### src/rtl/dcache_port_arbiter_pkg.sv
// Shared types for the data-memory port arbiter: requester ids, FSM states,
// default bus widths and the small helpers used by the arbiter and its picker.
package dcache_port_arbiter_pkg;

    localparam int Addr_Width = 32;
    localparam int Data_Width = 32;
    localparam logic [Addr_Width-1:0] Addr_Mask = {{(Addr_Width-2){1'b1}}, 2'b00};

    typedef enum logic [1:0] {
        REQ_IF = 2'd0,
        REQ_LD = 2'd1,
        REQ_ST = 2'd2
    } req_id_e;

    typedef enum logic [1:0] {
        ST_IDLE = 2'd0,
        ST_BUSY = 2'd1,
        ST_DONE = 2'd2
    } arb_state_e;

    // Priority positions run ST(0), LD(1), IF(2); position p maps to id 2-p.
    function automatic logic [1:0] pos_to_id(input int pos);
        int p;
        p = pos % 3;
        return 2'(2 - p);
    endfunction

    function automatic logic [1:0] onehot_to_id(input logic [2:0] oh);
        if (oh[2]) return REQ_ST;
        if (oh[1]) return REQ_LD;
        return REQ_IF;
    endfunction

    // Start position of the rotation after granting requester id.
    function automatic logic [1:0] rr_next_ptr(input logic [1:0] id);
        case (id)
            REQ_ST:  return 2'd1;
            REQ_LD:  return 2'd2;
            default: return 2'd0;
        endcase
    endfunction

endpackage

### src/rtl/dcache_port_arbiter_if.sv
// Requester and memory-bus signals of the data-memory port arbiter.
// master = arbiter side, slave = requesters plus memory.
interface dcache_port_arbiter_if #(
    parameter int ADDR_W = 32,
    parameter int DATA_W = 32
);
    logic              if_req;
    logic [ADDR_W-1:0] if_addr;
    logic              if_done;
    logic              ld_req;
    logic [ADDR_W-1:0] ld_addr;
    logic              ld_done;
    logic              st_req;
    logic [ADDR_W-1:0] st_addr;
    logic [DATA_W-1:0] st_wdata;
    logic [3:0]        st_wmask;
    logic              st_done;
    logic [DATA_W-1:0] resp_data;
    logic              mem_req;
    logic              mem_we;
    logic [ADDR_W-1:0] mem_addr;
    logic [DATA_W-1:0] mem_wdata;
    logic [3:0]        mem_wmask;
    logic              mem_ready;
    logic [DATA_W-1:0] mem_rdata;
    logic              busy;
    logic              timeout_err;

    modport master (
        input  if_req, if_addr, ld_req, ld_addr, st_req, st_addr, st_wdata, st_wmask,
               mem_ready, mem_rdata,
        output if_done, ld_done, st_done, resp_data, mem_req, mem_we, mem_addr,
               mem_wdata, mem_wmask, busy, timeout_err
    );

    modport slave (
        output if_req, if_addr, ld_req, ld_addr, st_req, st_addr, st_wdata, st_wmask,
               mem_ready, mem_rdata,
        input  if_done, ld_done, st_done, resp_data, mem_req, mem_we, mem_addr,
               mem_wdata, mem_wmask, busy, timeout_err
    );
endinterface

### src/rtl/dcache_port_arbiter_arb_pick3.sv
// Combinational 3-way picker: scans requests starting at priority position
// i_ptr (0 = ST, 1 = LD, 2 = IF, wrapping) and returns a one-hot grant by id.
module arb_pick3
    import dcache_port_arbiter_pkg::*;
(
    input  logic [2:0] i_req,
    input  logic [1:0] i_ptr,
    output logic [2:0] o_grant
);
    logic [1:0] w_ord_id [3];
    logic [2:0] w_ord_req;

    for (genvar gi = 0; gi < 3; gi++) begin : g_ord
        assign w_ord_id[gi]  = pos_to_id(int'(i_ptr) + gi);
        assign w_ord_req[gi] = i_req[w_ord_id[gi]];
    end

    always_comb begin
        o_grant = '0;
        if (w_ord_req[0])      o_grant[w_ord_id[0]] = 1'b1;
        else if (w_ord_req[1]) o_grant[w_ord_id[1]] = 1'b1;
        else if (w_ord_req[2]) o_grant[w_ord_id[2]] = 1'b1;
    end
endmodule

### src/rtl/dcache_port_arbiter.sv
// Shares the single data-memory port between IF refill, LD read and ST commit,
// one transaction at a time. Define ARB_ROUND_ROBIN_EN for rotating priority.
module dcache_port_arbiter
    import dcache_port_arbiter_pkg::*;
#(
    parameter int ADDR_W  = Addr_Width,
    parameter int DATA_W  = Data_Width,
    parameter int TIMEOUT = 64
) (
    input  logic clk,
    input  logic rst,
    dcache_port_arbiter_if.master bus
);
    localparam int CW = (TIMEOUT > 1) ? $clog2(TIMEOUT) : 1;
    localparam logic [CW-1:0] WD_LAST = CW'((TIMEOUT > 0) ? TIMEOUT - 1 : 0);
    localparam logic [ADDR_W-1:0] W_MASK = {{(ADDR_W-2){1'b1}}, 2'b00};

    arb_state_e        r_state;
    logic [1:0]        r_win;
    logic [CW-1:0]     r_wdog;
    logic              r_mem_req, r_mem_we;
    logic [ADDR_W-1:0] r_mem_addr;
    logic [DATA_W-1:0] r_mem_wdata, r_resp;
    logic [3:0]        r_mem_wmask;
    logic              r_if_done, r_ld_done, r_st_done, r_busy, r_tmo;

    logic [2:0]        w_req, w_grant;
    logic [1:0]        w_win_id, w_ptr;
    logic [ADDR_W-1:0] w_addr;
    logic [DATA_W-1:0] w_wdata;
    logic [3:0]        w_wmask;

    assign w_req = {bus.st_req, bus.ld_req, bus.if_req};

`ifdef ARB_ROUND_ROBIN_EN
    logic [1:0] r_ptr;
    assign w_ptr = r_ptr;
`else
    assign w_ptr = 2'd0;
`endif

    arb_pick3 u_pick (
        .i_req  (w_req),
        .i_ptr  (w_ptr),
        .o_grant(w_grant)
    );

    assign w_win_id = onehot_to_id(w_grant);

    // Reads carry no write data and enable all four lanes.
    always_comb begin
        w_addr  = bus.if_addr;
        w_wdata = '0;
        w_wmask = 4'hF;
        case (w_win_id)
            REQ_ST: begin
                w_addr  = bus.st_addr;
                w_wdata = bus.st_wdata;
                w_wmask = bus.st_wmask;
            end
            REQ_LD:  w_addr = bus.ld_addr;
            default: ;
        endcase
    end

    always_ff @(posedge clk) begin
        if (!rst) begin
            r_state     <= ST_IDLE;
            r_win       <= '0;
            r_wdog      <= '0;
            r_mem_req   <= 1'b0;
            r_mem_we    <= 1'b0;
            r_mem_addr  <= '0;
            r_mem_wdata <= '0;
            r_mem_wmask <= '0;
            r_resp      <= '0;
            r_if_done   <= 1'b0;
            r_ld_done   <= 1'b0;
            r_st_done   <= 1'b0;
            r_busy      <= 1'b0;
            r_tmo       <= 1'b0;
`ifdef ARB_ROUND_ROBIN_EN
            r_ptr       <= '0;
`endif
        end else begin
            case (r_state)
                ST_IDLE: begin
                    if (|w_req) begin
                        r_win       <= w_win_id;
                        r_mem_req   <= 1'b1;
                        r_mem_we    <= (w_win_id == REQ_ST);
                        r_mem_addr  <= w_addr & W_MASK;
                        r_mem_wdata <= w_wdata;
                        r_mem_wmask <= w_wmask;
                        r_wdog      <= '0;
                        r_busy      <= 1'b1;
                        r_state     <= ST_BUSY;
`ifdef ARB_ROUND_ROBIN_EN
                        r_ptr       <= rr_next_ptr(w_win_id);
`endif
                    end
                end
                ST_BUSY: begin
                    if (bus.mem_ready) begin
                        r_mem_req <= 1'b0;
                        if (r_win != REQ_ST) r_resp <= bus.mem_rdata;
                        r_if_done <= (r_win == REQ_IF);
                        r_ld_done <= (r_win == REQ_LD);
                        r_st_done <= (r_win == REQ_ST);
                        r_state   <= ST_DONE;
                    end else if (TIMEOUT != 0 && r_wdog == WD_LAST) begin
                        // Abort still completes the requester so it can retry.
                        r_mem_req <= 1'b0;
                        r_resp    <= '0;
                        r_tmo     <= 1'b1;
                        r_if_done <= (r_win == REQ_IF);
                        r_ld_done <= (r_win == REQ_LD);
                        r_st_done <= (r_win == REQ_ST);
                        r_state   <= ST_DONE;
                    end else begin
                        r_wdog <= r_wdog + 1'b1;
                    end
                end
                ST_DONE: begin
                    r_if_done <= 1'b0;
                    r_ld_done <= 1'b0;
                    r_st_done <= 1'b0;
                    r_tmo     <= 1'b0;
                    r_busy    <= 1'b0;
                    r_state   <= ST_IDLE;
                end
                default: r_state <= ST_IDLE;
            endcase
        end
    end

    assign bus.if_done     = r_if_done;
    assign bus.ld_done     = r_ld_done;
    assign bus.st_done     = r_st_done;
    assign bus.resp_data   = r_resp;
    assign bus.mem_req     = r_mem_req;
    assign bus.mem_we      = r_mem_we;
    assign bus.mem_addr    = r_mem_addr;
    assign bus.mem_wdata   = r_mem_wdata;
    assign bus.mem_wmask   = r_mem_wmask;
    assign bus.busy        = r_busy;
    assign bus.timeout_err = r_tmo;
endmodule

### src/flat_wrapper.sv
// flat-port wrapper written by rule: the top's interface ports become plain ports
module dcache_port_arbiter_flat import dcache_port_arbiter_pkg::*;
#(
    parameter int ADDR_W  = Addr_Width,
    parameter int DATA_W  = Data_Width,
    parameter int TIMEOUT = 64
)
  (clk, rst, bus_if_req, bus_if_addr, bus_ld_req, bus_ld_addr, bus_st_req, bus_st_addr, bus_st_wdata, bus_st_wmask, bus_mem_ready, bus_mem_rdata, bus_if_done, bus_ld_done, bus_st_done, bus_resp_data, bus_mem_req, bus_mem_we, bus_mem_addr, bus_mem_wdata, bus_mem_wmask, bus_busy, bus_timeout_err);
  dcache_port_arbiter_if #(.ADDR_W(ADDR_W), .DATA_W(DATA_W)) bus_i ();
  input  logic clk;
  input  logic rst;
  input wire logic [$bits(bus_i.if_req)-1:0] bus_if_req;
  input wire logic [$bits(bus_i.if_addr)-1:0] bus_if_addr;
  input wire logic [$bits(bus_i.ld_req)-1:0] bus_ld_req;
  input wire logic [$bits(bus_i.ld_addr)-1:0] bus_ld_addr;
  input wire logic [$bits(bus_i.st_req)-1:0] bus_st_req;
  input wire logic [$bits(bus_i.st_addr)-1:0] bus_st_addr;
  input wire logic [$bits(bus_i.st_wdata)-1:0] bus_st_wdata;
  input wire logic [$bits(bus_i.st_wmask)-1:0] bus_st_wmask;
  input wire logic [$bits(bus_i.mem_ready)-1:0] bus_mem_ready;
  input wire logic [$bits(bus_i.mem_rdata)-1:0] bus_mem_rdata;
  output wire logic [$bits(bus_i.if_done)-1:0] bus_if_done;
  output wire logic [$bits(bus_i.ld_done)-1:0] bus_ld_done;
  output wire logic [$bits(bus_i.st_done)-1:0] bus_st_done;
  output wire logic [$bits(bus_i.resp_data)-1:0] bus_resp_data;
  output wire logic [$bits(bus_i.mem_req)-1:0] bus_mem_req;
  output wire logic [$bits(bus_i.mem_we)-1:0] bus_mem_we;
  output wire logic [$bits(bus_i.mem_addr)-1:0] bus_mem_addr;
  output wire logic [$bits(bus_i.mem_wdata)-1:0] bus_mem_wdata;
  output wire logic [$bits(bus_i.mem_wmask)-1:0] bus_mem_wmask;
  output wire logic [$bits(bus_i.busy)-1:0] bus_busy;
  output wire logic [$bits(bus_i.timeout_err)-1:0] bus_timeout_err;
  assign bus_i.if_req = bus_if_req;
  assign bus_i.if_addr = bus_if_addr;
  assign bus_i.ld_req = bus_ld_req;
  assign bus_i.ld_addr = bus_ld_addr;
  assign bus_i.st_req = bus_st_req;
  assign bus_i.st_addr = bus_st_addr;
  assign bus_i.st_wdata = bus_st_wdata;
  assign bus_i.st_wmask = bus_st_wmask;
  assign bus_i.mem_ready = bus_mem_ready;
  assign bus_i.mem_rdata = bus_mem_rdata;
  assign bus_if_done = bus_i.if_done;
  assign bus_ld_done = bus_i.ld_done;
  assign bus_st_done = bus_i.st_done;
  assign bus_resp_data = bus_i.resp_data;
  assign bus_mem_req = bus_i.mem_req;
  assign bus_mem_we = bus_i.mem_we;
  assign bus_mem_addr = bus_i.mem_addr;
  assign bus_mem_wdata = bus_i.mem_wdata;
  assign bus_mem_wmask = bus_i.mem_wmask;
  assign bus_busy = bus_i.busy;
  assign bus_timeout_err = bus_i.timeout_err;
  dcache_port_arbiter #(.ADDR_W(ADDR_W), .DATA_W(DATA_W), .TIMEOUT(TIMEOUT)) u_core (.clk(clk), .rst(rst), .bus(bus_i));
endmodule
### config.mk
export PLATFORM = sky130hd
export DESIGN_NAME = dcache_port_arbiter_flat
export DESIGN_NICKNAME = d
export VERILOG_FILES = /design/src/rtl/dcache_port_arbiter_pkg.sv /design/src/rtl/dcache_port_arbiter_if.sv /design/src/rtl/dcache_port_arbiter_arb_pick3.sv /design/src/rtl/dcache_port_arbiter.sv /design/src/flat_wrapper.sv
export SDC_FILE = /design/constraint.sdc
export NUM_CORES = 1
export LEC_CHECK = 0
export CAP_MARGIN = 5
export CORE_AREA = 2 2 123 125
export DETAILED_ROUTE_END_ITERATION = 7
export DIE_AREA = 0 0 125 127
export PLACE_DENSITY = 0.81
export SLEW_MARGIN = 15
export SYNTH_ARGS = -nofsm -noshare
export SYNTH_HDL_FRONTEND = slang
export SYNTH_HIERARCHICAL = 1
export SYNTH_SLANG_ARGS = --single-unit
### constraint.sdc
create_clock -name clk -period 2.6 [get_ports clk]
set_input_delay 0.52 -clock clk [delete_from_list [all_inputs] [get_ports clk]]
set_output_delay 0.52 -clock clk [all_outputs]
set_load 0.02 [all_outputs]
Word-level counts from Yosys, hierarchy flattened
Index checks and enable logic that the tools add are counted.
{"block": "op_classes", "muxes": 41, "n_reduce_logical": 15, "n_eq_ne": 14, "add_sub_neg": 1}
{"operator": "$mux 32", "n": 4}
{"operator": "$pmux 32 s2", "n": 1}
{"operator": "$mux 6", "n": 3}
{"operator": "$mux 1", "n": 15}
{"operator": "$mux 2", "n": 7}
{"operator": "$pmux 1 s2", "n": 6}
{"operator": "$pmux 6 s2", "n": 1}
{"operator": "$reduce_and 3->1", "n": 3}
{"operator": "$reduce_and 2->1", "n": 4}
{"operator": "$reduce_bool 2->1", "n": 4}
{"operator": "$add 6x1->6 const B", "n": 1}
{"operator": "$eq 2x1->1 const B", "n": 3}
{"operator": "$eq 2x2->1 const B", "n": 3}
{"operator": "$eq 6x6->1 const B", "n": 1}
{"operator": "$mux 3", "n": 2}
{"operator": "$ne 2x1->1 const B", "n": 3}
{"operator": "$ne 2x2->1 const B", "n": 3}
{"operator": "$logic_not 2->1", "n": 2}
{"operator": "$mux 4", "n": 1}
{"operator": "$pmux 2 s2", "n": 1}
{"operator": "$reduce_and 4->1", "n": 1}
{"operator": "$ne 3x2->1 const B", "n": 1}
{"operator": "$reduce_or 3->1", "n": 1}
{"block": "totals", "reg_bits": 115, "in_bits": 170, "output_inout_bits": 107}

Logic depth before layout (Yosys ltp)
{"block": "depth", "ltp_word": 9, "ltp_mapped": 13, "depth_no_buf": 10}

Modules after synthesis
Netlist, hierarchy kept.
{"mod": "dcache_port_arbiter", "cells_each": 558, "n_inst": 1, "area_per_inst_um2": 4718.3, "seq_area_each_um2": 2302.2}
{"mod": "arb_pick3", "cells_each": 37, "n_inst": 1, "area_per_inst_um2": 305.3, "seq_area_each_um2": 0.0}

Worst setup path before layout
OpenSTA, ideal clock, no wires.
{"block": "synth_timing", "kind": "input port to flip-flop", "from": "input port bus_st_req", "to": "register u_core.r_mem_addr[2], in the netlist u_core/bus.mem_addr[2]", "required_ps": 2468, "setup_time_ps": 132, "cell_stages": 10, "path_buffers": 2, "path_slack_ps": 493, "arrival_time_ps": 1975, "cell_sequence": "and2b_2 > nand2b_1 > a22o_2 > a21boi_1 > clkbuf_1 > buf_2 > mux2i_1 > o21ai_0 > nand2_1 > a21oi_1"}
{"block": "synth_between", "elab_chain_cells": 7, "word_cells_on_any_way": 12}
{"item": "start, declared", "line_no": "flat_wrapper.sv:16", "rtl": "input wire logic [$bits(bus_i.st_req)-1:0] bus_st_req;"}
{"item": "$mux 3 *", "line_no": "dcache_port_arbiter_arb_pick3.sv:20", "rtl": "if (w_ord_req[0]) o_grant[w_ord_id[0]] = 1'b1;"}
{"item": "net u_core.w_grant[1]", "line_no": "dcache_port_arbiter.sv:27", "rtl": "logic [2:0] w_req, w_grant;"}
{"item": "$mux 1 (2 in a row)", "line_no": "dcache_port_arbiter_pkg.sv:30", "rtl": "if (oh[1]) return REQ_LD;"}
{"item": "$mux 2 *", "line_no": "dcache_port_arbiter_pkg.sv:31", "rtl": "return REQ_IF;"}
{"item": "$mux 2 *", "line_no": "dcache_port_arbiter_pkg.sv:30"}
{"item": "$eq 2x1->1 or $eq 2x2->1 (tied branches)", "line_no": "dcache_port_arbiter.sv:55", "rtl": "case (w_win_id)"}
{"item": "$pmux 32 s2 *", "line_no": "dcache_port_arbiter.sv:55"}
{"item": "end signal, assigned", "line_no": "dcache_port_arbiter.sv:92", "rtl": "r_mem_addr <= w_addr & W_MASK;"}
{"item": "end, declared", "line_no": "dcache_port_arbiter.sv:22", "rtl": "logic [ADDR_W-1:0] r_mem_addr;"}
The timed path passes the listed nets; every way through them passes the cells marked *. The select of a mux whose other input is x is not followed.
A chain may end at the register's enable or synchronous reset.

Worst setup path in the final report
{"block": "layout_timing", "from": "input port bus_st_req", "to": "register u_core.r_mem_addr[5], in the netlist u_core/bus.mem_addr[5]"}
Same word-level chain as after synthesis.

==> impl_results.md <==
* Fill count at 1277
* Critical Path Sink Type: register
* Hold Path Class: register to register
* Placed Area at 7890 um2
* Total Power at 5.46 mW
* Input/output buffers at 268
* Net Switching at 1.53 mW
* Seq pwr share at 35.7%
* Clock period minus worst slack at 2230 ps
* Post-CTS setup buffers at 0
* Final wirelength at 15900 um
* Setup CP Type: primary input to register
* Clk_skew at 13.8 ps
* Die area at 15900 um2
* First-pass GRT wire length at 25600 um
* Root Driver: clkbuf_16
* Die X at 125 um
* MaxCap Viol Count at 0
* Avg WL per Cell at 15.3 um
* TritonCTS clock tree: done
* Layout cell share with drive strength beyond 1 at 7.83%
* Status: completed
* DR vias at 5087
* Final net count at 1018
* GRT overflow at 0
* GRT Total Usage at 19.9%
* P&R area growth vs syn at 71.5%
* P_leak at 3.14 nW
* Sw frac at 27.9%
* Mean Syn Cell Area at 8.49 um2
* Synthesized area at 4940 um2
* Largest net degree at the start of global routing at 79
* VDD IR max at 0.000449 V
* # setup viols final at 0
* Post-CTS sizing at 0
* Rows at 44
* Fin. Hold Viols at 0
* Pwr dens at 645 nW/um2
* DRC violations left at 0
* Iter 0 DRT Violations at 279
* P_int at 3.93 mW
* TritonCTS Buffers at 17
* Setup WS pre-CTS at -32.2 ps
* RSZ-0062 raised after global routing: false
* Nature of the critical path startpoint: primary input
* Vias in the first global route at 5017
* Routability Congestion at 0.825
* Max-slew violations at 0
* Antenna violations before repair at 0
* Clock network fraction of total power at 42.0%
* Final instance area at 8470 um2
* Routed vias/inst at 4.89
* Clock buffer depth at 2
* Worst EP required at 2880 ps
* Core ar. at 14400 um2
* Clock transition at path regs at 60 ps
* CP arrival at 2500 ps
* Later-pin clock latency in the skew report at 400 ps
* ANT cells at 0
* DRT antenna net count at 0
* DRT Pass-1 Iters at 4
* Num Clock Sinks at 115
* HPWL after detailed placement at 11400 um
* CTS H-tree lvls at 4
* Die Y at 127 um
* Syn. warnings at 6
* Fmax at 449 MHz
* Power share of the combinational group at 22.3%
* Mapped Cells at 582
* I/O Pins at 277
* Tcrit/Tclk final at 85.6%
* Critical-path maximum fanout at 29
* CTS Hold Bufs at 0
* Starting Density at 34.2%
* Setup ws final at 374 ps
## placed cells by master, fill, tap and decap left out, types with 3 or more instances in the layout
master and instances:
a211oi_1 3, a21oi_1 69, a22o_1 32, and2b_2 3
buf_12 7, buf_4 12, clkbuf_16 17, clkdlybuf4s50_1 268
clkinv_2 3, clkinv_4 5, conb_1 8, dfxtp_1 115
ha_1 5, mux2i_1 33, nand2_1 132, nand2b_1 4
nand3_1 37, nand3b_1 5, nor2_1 8, nor3_1 6
nor3b_1 4, o21ai_0 33, o311ai_0 3, o41ai_1 4
## final cells by class
class                      count  area (um2)  share of cell area [%]
clock buffer                  18         429                    5.07
clock inverter                14         155                    1.83
inverter                       3        11.3                   0.133
multi-input combinational    419        2430                    28.7
sequential                   115        2300                    27.2
tap                          184         230                    2.72
timing repair buffer         287        2910                    34.4
## flip-flops by register name (all words and copies together) (netlist names)
name and cells:
u_core/bus.mem_we 1, u_core/bus.if_done 1, u_core/r_wdog 6, u_core/bus.mem_req 1, u_core/bus.mem_wmask 4, u_core/bus.timeout_err 1, u_core/bus.ld_done 1, u_core/bus.busy 1
u_core/r_state 2, u_core/bus.st_done 1, u_core/r_win 2, u_core/bus.resp_data 32, u_core/bus.mem_wdata 32, u_core/bus.mem_addr 30
## path summary, 6_finish.rpt
kind	startpoint	to	slack, ps	depth (start not counted)
worst min register to register	u_core/bus.mem_wdata[18]	u_core/bus.mem_wdata[18]	450	2
worst max register to register	u_core/r_wdog[0]	u_core/bus.resp_data[5]	750	6
worst max-delay path	bus_st_req	u_core/bus.mem_addr[5]	370	10
worst min-delay path	u_core/bus.mem_wdata[18]	u_core/bus.mem_wdata[18]	450	2
## power by group through the flow
stage               registers, mW  clock network (mW)  logic [mW]
global placement             1.98                   0        1.21
global route                 1.96                2.45        1.32
detailed placement           1.99                   0        1.22
CTS                          1.95                2.35        1.22
floorplan                    2.12                   0       0.443
finish                       1.95                2.29        1.22
## per-layer routing
| layer | routed length [um] | vias up | share of wire [%] | global-route usage [%] |
|---|---|---|---|---|
| li1 | - | 2547 | - | - |
| met1 | 6280 | 2340 | 39 | 22.2 |
| met2 | 8100 | 183 | 51 | 35.0 |
| met3 | 1340 | 17 | 8.4 | 8.38 |
| met4 | 232 | 0 | 1.5 | 5.88 |
| met5 | 0 | - | 0 | 0 |
## critical path: stages
cell	delay, ps
clkdlybuf4s50_1	410
and2b_2	210
nand2b_1	140
a22o_2	230
a21boi_4	200
buf_12	250
mux2i_1	210
o21ai_0	90
nand2_1	140
a21oi_1	80
## through the flow
| step | setup TNS (ps) | utilization (%) | std cells | hold slack (ps) |
|---|---|---|---|---|
| floorplan | 0 | - | 589 | 451 |
| global placement | -16.6 | 54.7 | 1008 | 437 |
| detailed placement | -32.2 | 54.7 | 1008 | 443 |
| CTS | 0 | 58.7 | 1040 | 450 |
| global route | 0 | 58.7 | 1040 | 472 |
| finish | 0 | 58.7 | 1040 | 450 |
Note: power is estimated with default switching activity, not from simulation.
